**config.mk**
```make
export PLATFORM = sky130hd
export DESIGN_NAME = regfile_loader
export DESIGN_NICKNAME = d
export VERILOG_FILES = /design/src/rtl/rv32_pkg.sv /design/src/rtl/regfile_loader.sv
export SDC_FILE = /design/constraint.sdc
export NUM_CORES = 1
export LEC_CHECK = 0
export CAP_MARGIN = 30
export CORE_UTILIZATION = 43
export CTS_BUF_LIST = sky130_fd_sc_hd__clkbuf_8
export DETAILED_ROUTE_END_ITERATION = 6
export PLACE_DENSITY_LB_ADDON = 0.05
export SLEW_MARGIN = 15
export SYNTH_ARGS = -nofsm -noshare
export SYNTH_HDL_FRONTEND = slang
export SYNTH_SLANG_ARGS = --single-unit
```
**constraint.sdc**
```tcl
create_clock -name clk -period 2.5 [get_ports clk]
set_clock_uncertainty 0.2 [all_clocks]
set_input_delay 0.375 -clock clk [delete_from_list [all_inputs] [get_ports clk]]
set_output_delay 0.375 -clock clk [all_outputs]
set_load 0.05 [all_outputs]
```
**src/rtl/rv32_pkg.sv**
```systemverilog
// ----------------------------------------------------------------------------
// rv32_pkg
//   Shared constants and types for the RV32 core's register-file helpers.
//
//   Contents:
//     Xlen, RegAw, NumRegs       - datapath width, register address width, count
//     DefFirstReg, DefLastReg    - default index range for the loader (x0 is
//                                  hardwired zero and never written)
//     loader_state_e             - state encoding of regfile_loader
//     reg_idx()                  - narrows an integer index to a register address
// ----------------------------------------------------------------------------
package rv32_pkg;

   localparam int unsigned Xlen    = 32;
   localparam int unsigned RegAw   = 5;
   localparam int unsigned NumRegs = 32;

   localparam int unsigned DefFirstReg = 1;
   localparam int unsigned DefLastReg  = 31;

   typedef enum logic [2:0] {
      StIdle     = 3'd0,
      StLoad     = 3'd1,
      StDumpRd   = 3'd2,
      StDumpWait = 3'd3,
      StDone     = 3'd4
   } loader_state_e;

   function automatic logic [RegAw-1:0] reg_idx(input int unsigned n);
      return RegAw'(n);
   endfunction

endpackage

```
**src/rtl/regfile_loader.sv**
```systemverilog
// ----------------------------------------------------------------------------
// regfile_loader
//   Bulk load / dump engine for the integer register file. It sits beside the
//   register file; while busy is high the core is stalled and the write port
//   is muxed over to rf_a3/rf_wd3/rf_we.
//
//   Load: a valid/ready stream of 32-bit words is written, one per accepted
//   beat, to registers FIRST_REG..LAST_REG in ascending order. The write is
//   registered (it appears the cycle after the beat is accepted).
//
//   Dump: registers FIRST_REG..LAST_REG are read through the combinational
//   read port (rf_a1 -> rf_rd1) and presented on a valid/ready stream. Each
//   word takes a read cycle and a present cycle, so at most one word per two
//   cycles leaves the block.
//
//   Ports:
//     clk                      sole clock, rising edge
//     reset                    synchronous, active low
//     start_load, start_dump   one-cycle requests, honoured only when idle;
//                              load wins if both are raised together
//     abort                    returns to idle next cycle, no done pulse
//     in_valid/in_data/in_ready     load stream
//     out_valid/out_data/out_ready  dump stream
//     rf_a3/rf_wd3/rf_we       register-file write port drive
//     rf_a1/rf_rd1             register-file read address / read data
//     busy                     high while an operation is in progress
//     done                     one-cycle completion pulse
// ----------------------------------------------------------------------------
module regfile_loader
   import rv32_pkg::*;
#(
   parameter int unsigned FIRST_REG = DefFirstReg,
   parameter int unsigned LAST_REG  = DefLastReg
) (
   input  logic             clk,
   input  logic             reset,

   input  logic             start_load,
   input  logic             start_dump,
   input  logic             abort,

   input  logic             in_valid,
   input  logic [Xlen-1:0]  in_data,
   output logic             in_ready,

   output logic             out_valid,
   output logic [Xlen-1:0]  out_data,
   input  logic             out_ready,

   output logic [RegAw-1:0] rf_a3,
   output logic [Xlen-1:0]  rf_wd3,
   output logic             rf_we,

   output logic [RegAw-1:0] rf_a1,
   input  logic [Xlen-1:0]  rf_rd1,

   output logic             busy,
   output logic             done
);

   localparam logic [RegAw-1:0] FirstIdx = reg_idx(FIRST_REG);
   localparam logic [RegAw-1:0] LastIdx  = reg_idx(LAST_REG);

   loader_state_e    state;
   logic [RegAw-1:0] idx;

   logic beat_acc;
   logic at_last;

   // in_ready is only ever high in StLoad, so this is the load handshake.
   assign beat_acc = in_valid && in_ready;
   assign at_last  = (idx == LastIdx);

   // The read port always points at the current index; in dump mode the
   // register file answers combinationally in the same cycle.
   assign rf_a1 = idx;

   always_ff @(posedge clk) begin
      if (!reset) begin
         state     <= StIdle;
         idx       <= FirstIdx;
         busy      <= 1'b0;
         done      <= 1'b0;
         in_ready  <= 1'b0;
         out_valid <= 1'b0;
         out_data  <= '0;
         rf_we     <= 1'b0;
         rf_a3     <= '0;
         rf_wd3    <= '0;
      end else if (abort) begin
         // A beat accepted in this same cycle never reaches the register file.
         state     <= StIdle;
         idx       <= FirstIdx;
         busy      <= 1'b0;
         done      <= 1'b0;
         in_ready  <= 1'b0;
         out_valid <= 1'b0;
         rf_we     <= 1'b0;
      end else begin
         rf_we <= 1'b0;
         done  <= 1'b0;

         unique case (state)
            StIdle: begin
               busy <= 1'b0;
               // While done is high the previous operation is still being
               // reported; the core is stalled so no start is expected.
               if (!done) begin
                  if (start_load) begin
                     state    <= StLoad;
                     idx      <= FirstIdx;
                     in_ready <= 1'b1;
                     busy     <= 1'b1;
                  end else if (start_dump) begin
                     state <= StDumpRd;
                     idx   <= FirstIdx;
                     busy  <= 1'b1;
                  end
               end
            end

            StLoad: begin
               if (beat_acc) begin
                  rf_we  <= 1'b1;
                  rf_a3  <= idx;
                  rf_wd3 <= in_data;
                  if (at_last) begin
                     state    <= StDone;
                     in_ready <= 1'b0;
                  end else begin
                     idx <= idx + 1'b1;
                  end
               end
            end

            StDumpRd: begin
               out_data  <= rf_rd1;
               out_valid <= 1'b1;
               state     <= StDumpWait;
            end

            StDumpWait: begin
               if (out_ready) begin
                  out_valid <= 1'b0;
                  if (at_last) begin
                     state <= StDone;
                  end else begin
                     idx   <= idx + 1'b1;
                     state <= StDumpRd;
                  end
               end
            end

            StDone: begin
               // busy stays high across the done pulse; it drops one cycle later.
               done  <= 1'b1;
               state <= StIdle;
            end

            default: begin
               state     <= StIdle;
               idx       <= FirstIdx;
               busy      <= 1'b0;
               in_ready  <= 1'b0;
               out_valid <= 1'b0;
            end
         endcase
      end
   end

endmodule

```
==> impl_metrics.csv, run 1 <==
group,metric,value,unit
worst_setup_path,crit_chain,"clkdlybuf4s50_1",
cells_and_area,drive_gt1_frac,0.0484,
worst_setup_path,critPathMaxFanout,6,
timing,hold_viol,0,
worst_setup_path,cp.depth,1,
worst_setup_path,r2r_end,"rf_a1[0]$_SDFFE_PP1P_",
detailed_routing,vias,3084,
detailed_routing,routed_wl,8270,um
detailed_routing,first_pass_iters,4,
clocking,clk_pin_slew,80,ps
synthesis,yosysWarningCount,0,
clocking,worstSkewPairLatency,340,ps
grt,grt_usage,0.207,
die,die_w,88.9,um
placement,gp_congestion,0.831,
timing,rsz0062_at_grt,"no",
grt,antenna_found_initial,0,
worst_setup_path,crit_path_end,"rf_a1[0]",
grt,grt_pass1_vias,2687,
worst_setup_path,worstPathRequired,1920,ps
outcome,status,"complete, no violations",
timing,maxSlewHeadroom,0.611,
timing,final_max_slew_viol_count,0,
timing,fmax,456,MHz
grt,grt_max_degree,71,
clocking,cts_sinks,82,
synthesis,syn-instance-count,390,
worst_setup_path,cp-end-kind,"output pin",
power_and_ir_drop,vdd_drop_max,0.000250,V
detailed_routing,routed_via_density,4.85,
timing,period_minus_slack,2190,ps
power_and_ir_drop,leakagePower,0.00174,uW
synthesis,yosysSeqAreaShare,0.505,
grt,grt_pass1_wl,12600,um
synthesis,synth_area,0.00325,mm^2
timing,tightestPinTransition,584,ps
clocking,cts_buffers,9,
die,ioPinCount,150,
grt,grt_overflow,0,
clocking,tritoncts,"done",
worst_setup_path,critPathKind,"reg -> out",
placement,hpwl,5760,um
worst_setup_path,crit_buf_inv,1,
worst_setup_path,start_kind,"flop",
die,rows,31,
die,initial_utilization,0.445,
cells_and_area,final_net_count,606,
detailed_routing,drc,0,
cells_and_area,area_delta_synth_final,55.2,%
synthesis,ys_ff_latch,82,
worst_setup_path,critPathTopFamily,"buffers and inverters",
clocking,cts_resized,0,
timing,tns,0,ps
clocking,cts_root_buf,"clkbuf_8",
clocking,ctsHtreeMaxLevel,3,
timing,period_share,0.877,
power_and_ir_drop,p_per_area,524,mW/mm^2
detailed_routing,wl_per_cell,13.0,um
worst_setup_path,cp_slowest_cell,"clkdlybuf4s50_1",
cells_and_area,fill_cells,623,
worst_setup_path,reg2reg_slack,400,ps
clocking,clockBufferDepth,2,
worst_setup_path,setup.worst_path.start,"rf_a1[0]$_SDFFE_PP1P_",
clocking,cts-hold-fix-buffers,0,
power_and_ir_drop,power,2640,uW
job,max_cap_viol_count,0,
die,fp.dieH,88.9,um
min_path,hold_path.class,"reg -> reg",
worst_setup_path,reg2reg_from,"rf_a1[0]$_SDFFE_PP1P_",
die,fp.dieArea,0.00790,mm^2
worst_setup_path,arrival,1620,ps
worst_setup_path,worst_path_largest_cell_delay,850,ps
timing,finalSetupViolations,0,
placement,io_buffer_count,149,
cells_and_area,n_antenna_cell,0,
synthesis,syn-num-nets,463,
detailed_routing,drt_iter0_markers,118,
die,core_area,0.00729,mm^2
clocking,cts_setup_buffers,0,
synthesis,avgSynthCellArea,8.33,um^2
synthesis,synth_cell_type_count,36,
detailed_routing,antenna_left,0,
worst_setup_path,reg2regPathDepth,8,
[area by class of cell]
cell class	instances	area, um^2	area share
Sequential cell	82	1640	0.326
Timing Repair Buffer	157	1570	0.312
Multi-Input combinational cell	280	1490	0.295
Clock buffer	9	124	0.0246
Tap cell	99	124	0.0246
Clock inverter	6	82.6	0.0164
Inverter	3	11.3	0.00223
[worst min-delay path by stage]
stage                                    from                         to  depth (start not counted)
floorplan                          rf_rd1[26]  out_data[26]$_SDFFE_PN0P_                          2
global placement      rf_wd3[14]$_SDFFE_PN0P_    rf_wd3[14]$_SDFFE_PN0P_                          2
detailed placement  out_data[24]$_SDFFE_PN0P_  out_data[24]$_SDFFE_PN0P_                          2
CTS                                     reset      state[1]$_SDFFE_PP0P_                          3
global route                            reset      state[1]$_SDFFE_PP0P_                          3
finish              out_data[24]$_SDFFE_PN0P_  out_data[24]$_SDFFE_PN0P_                          2
[cell families (layout without fill, tap and decap cells)]
group / Yosys count / count (layout) / synth area share
AOI/OAI and AO/OA: 92 / 92 / 0.205
adders and majority gates: 2 / 2 / 0.00770
buffers and inverters: 28 / 175 / 0.0374
DFF: 82 / 82 / 0.505
muxes: 3 / 3 / 0.00925
and+or+nand+nor: 183 / 183 / 0.235
[Yosys cell counts, drive strengths merged]
cell type,count,area (um^2)
a21oi,6,30.0
ha,2,25.0
nor3,3,15.0
o21bai,1,7.51
o32ai,2,17.5
and3b,1,8.76
a211o,1,8.76
mux2i,3,30.0
nor4,1,6.26
nand2,147,552
a21boi,70,526
o22ai,1,6.26
a21o,2,15.0
and2,2,12.5
or4b,1,10.0
o221ai,1,8.76
nor2b,2,12.5
nor3b,1,7.51
nor2,10,37.5
inv,3,11.3
nand3,4,25.0
o21ai,6,30.0
clkbuf,16,60.1
dfxtp,82,1640
nand2b,2,12.5
o31ai,1,7.51
or3,1,6.26
buf,9,50.0
or2b,1,7.51
o31a,1,8.76
nand3b,2,15.0
or3b,1,11.3
and3,4,25.0
[state kept, by name, summed over array words and instances (netlist names)]
register / flops
out_data: 32
state: 3
rf_a3: 5
done: 1
rf_wd3: 32
busy: 1
rf_a1: 5
rf_we: 1
out_valid: 1
in_ready: 1
[per-layer routing]
| metal | share of wire | wire length (um) | up-vias | track usage |
|---|---|---|---|---|
| li1 | - | - | 1568 | - |
| met1 | 0.44 | 3640 | 1403 | 0.253 |
| met2 | 0.48 | 3950 | 99 | 0.354 |
| met3 | 0.066 | 544 | 14 | 0.0452 |
| met4 | 0.017 | 140 | 0 | 0.0836 |
| met5 | 0 | 0 | - | 0 |
[where the power goes]
group / switching (uW) / internal (uW) / total, uW
clock: 448 / 554 / 1000
sequential: 13.7 / 1320 / 1340
combinational: 137 / 167 / 304
total: 599 / 2040 / 2640
[placed cells by master (no fill, tap or decap), drive strengths merged, types with 3 or more instances in the layout]
master         instances
a21boi                70
a21oi                  6
and3                   4
buf                    9
clkbuf                 9
clkdlybuf4s50        148
dfxtp                 82
inv                    5
mux2i                  3
nand2                147
nand3                  4
nor2                  10
nor3                   3
o21ai                  6
[through the flow]
stage	worst slack (ps)	utilization	hold slack [ps]	instances	cell area (um^2)
floorplan	94.2	-	320	390	3250
global placement	296	0.663	249	621	4830
detailed placement	301	0.663	256	621	4830
CTS	281	0.691	254	636	5040
global route	226	0.691	282	636	5040
finish	307	0.691	264	636	5040
No activity file was read; power rests on OpenSTA's default activity.
==> run 2, diff against run 1 <==
--- a/config.mk
+++ b/config.mk
@@ -9,7 +9,9 @@
 export CORE_UTILIZATION = 43
 export CTS_BUF_LIST = sky130_fd_sc_hd__clkbuf_8
 export DETAILED_ROUTE_END_ITERATION = 6
+export HOLD_SLACK_MARGIN = 0.02
 export PLACE_DENSITY_LB_ADDON = 0.05
+export SKIP_CTS_REPAIR_TIMING = 1
 export SLEW_MARGIN = 15
 export SYNTH_ARGS = -nofsm -noshare
 export SYNTH_HDL_FRONTEND = slang
==> results of run 2 <==
Final layout, timing and power as in run 1 (identical DEF).
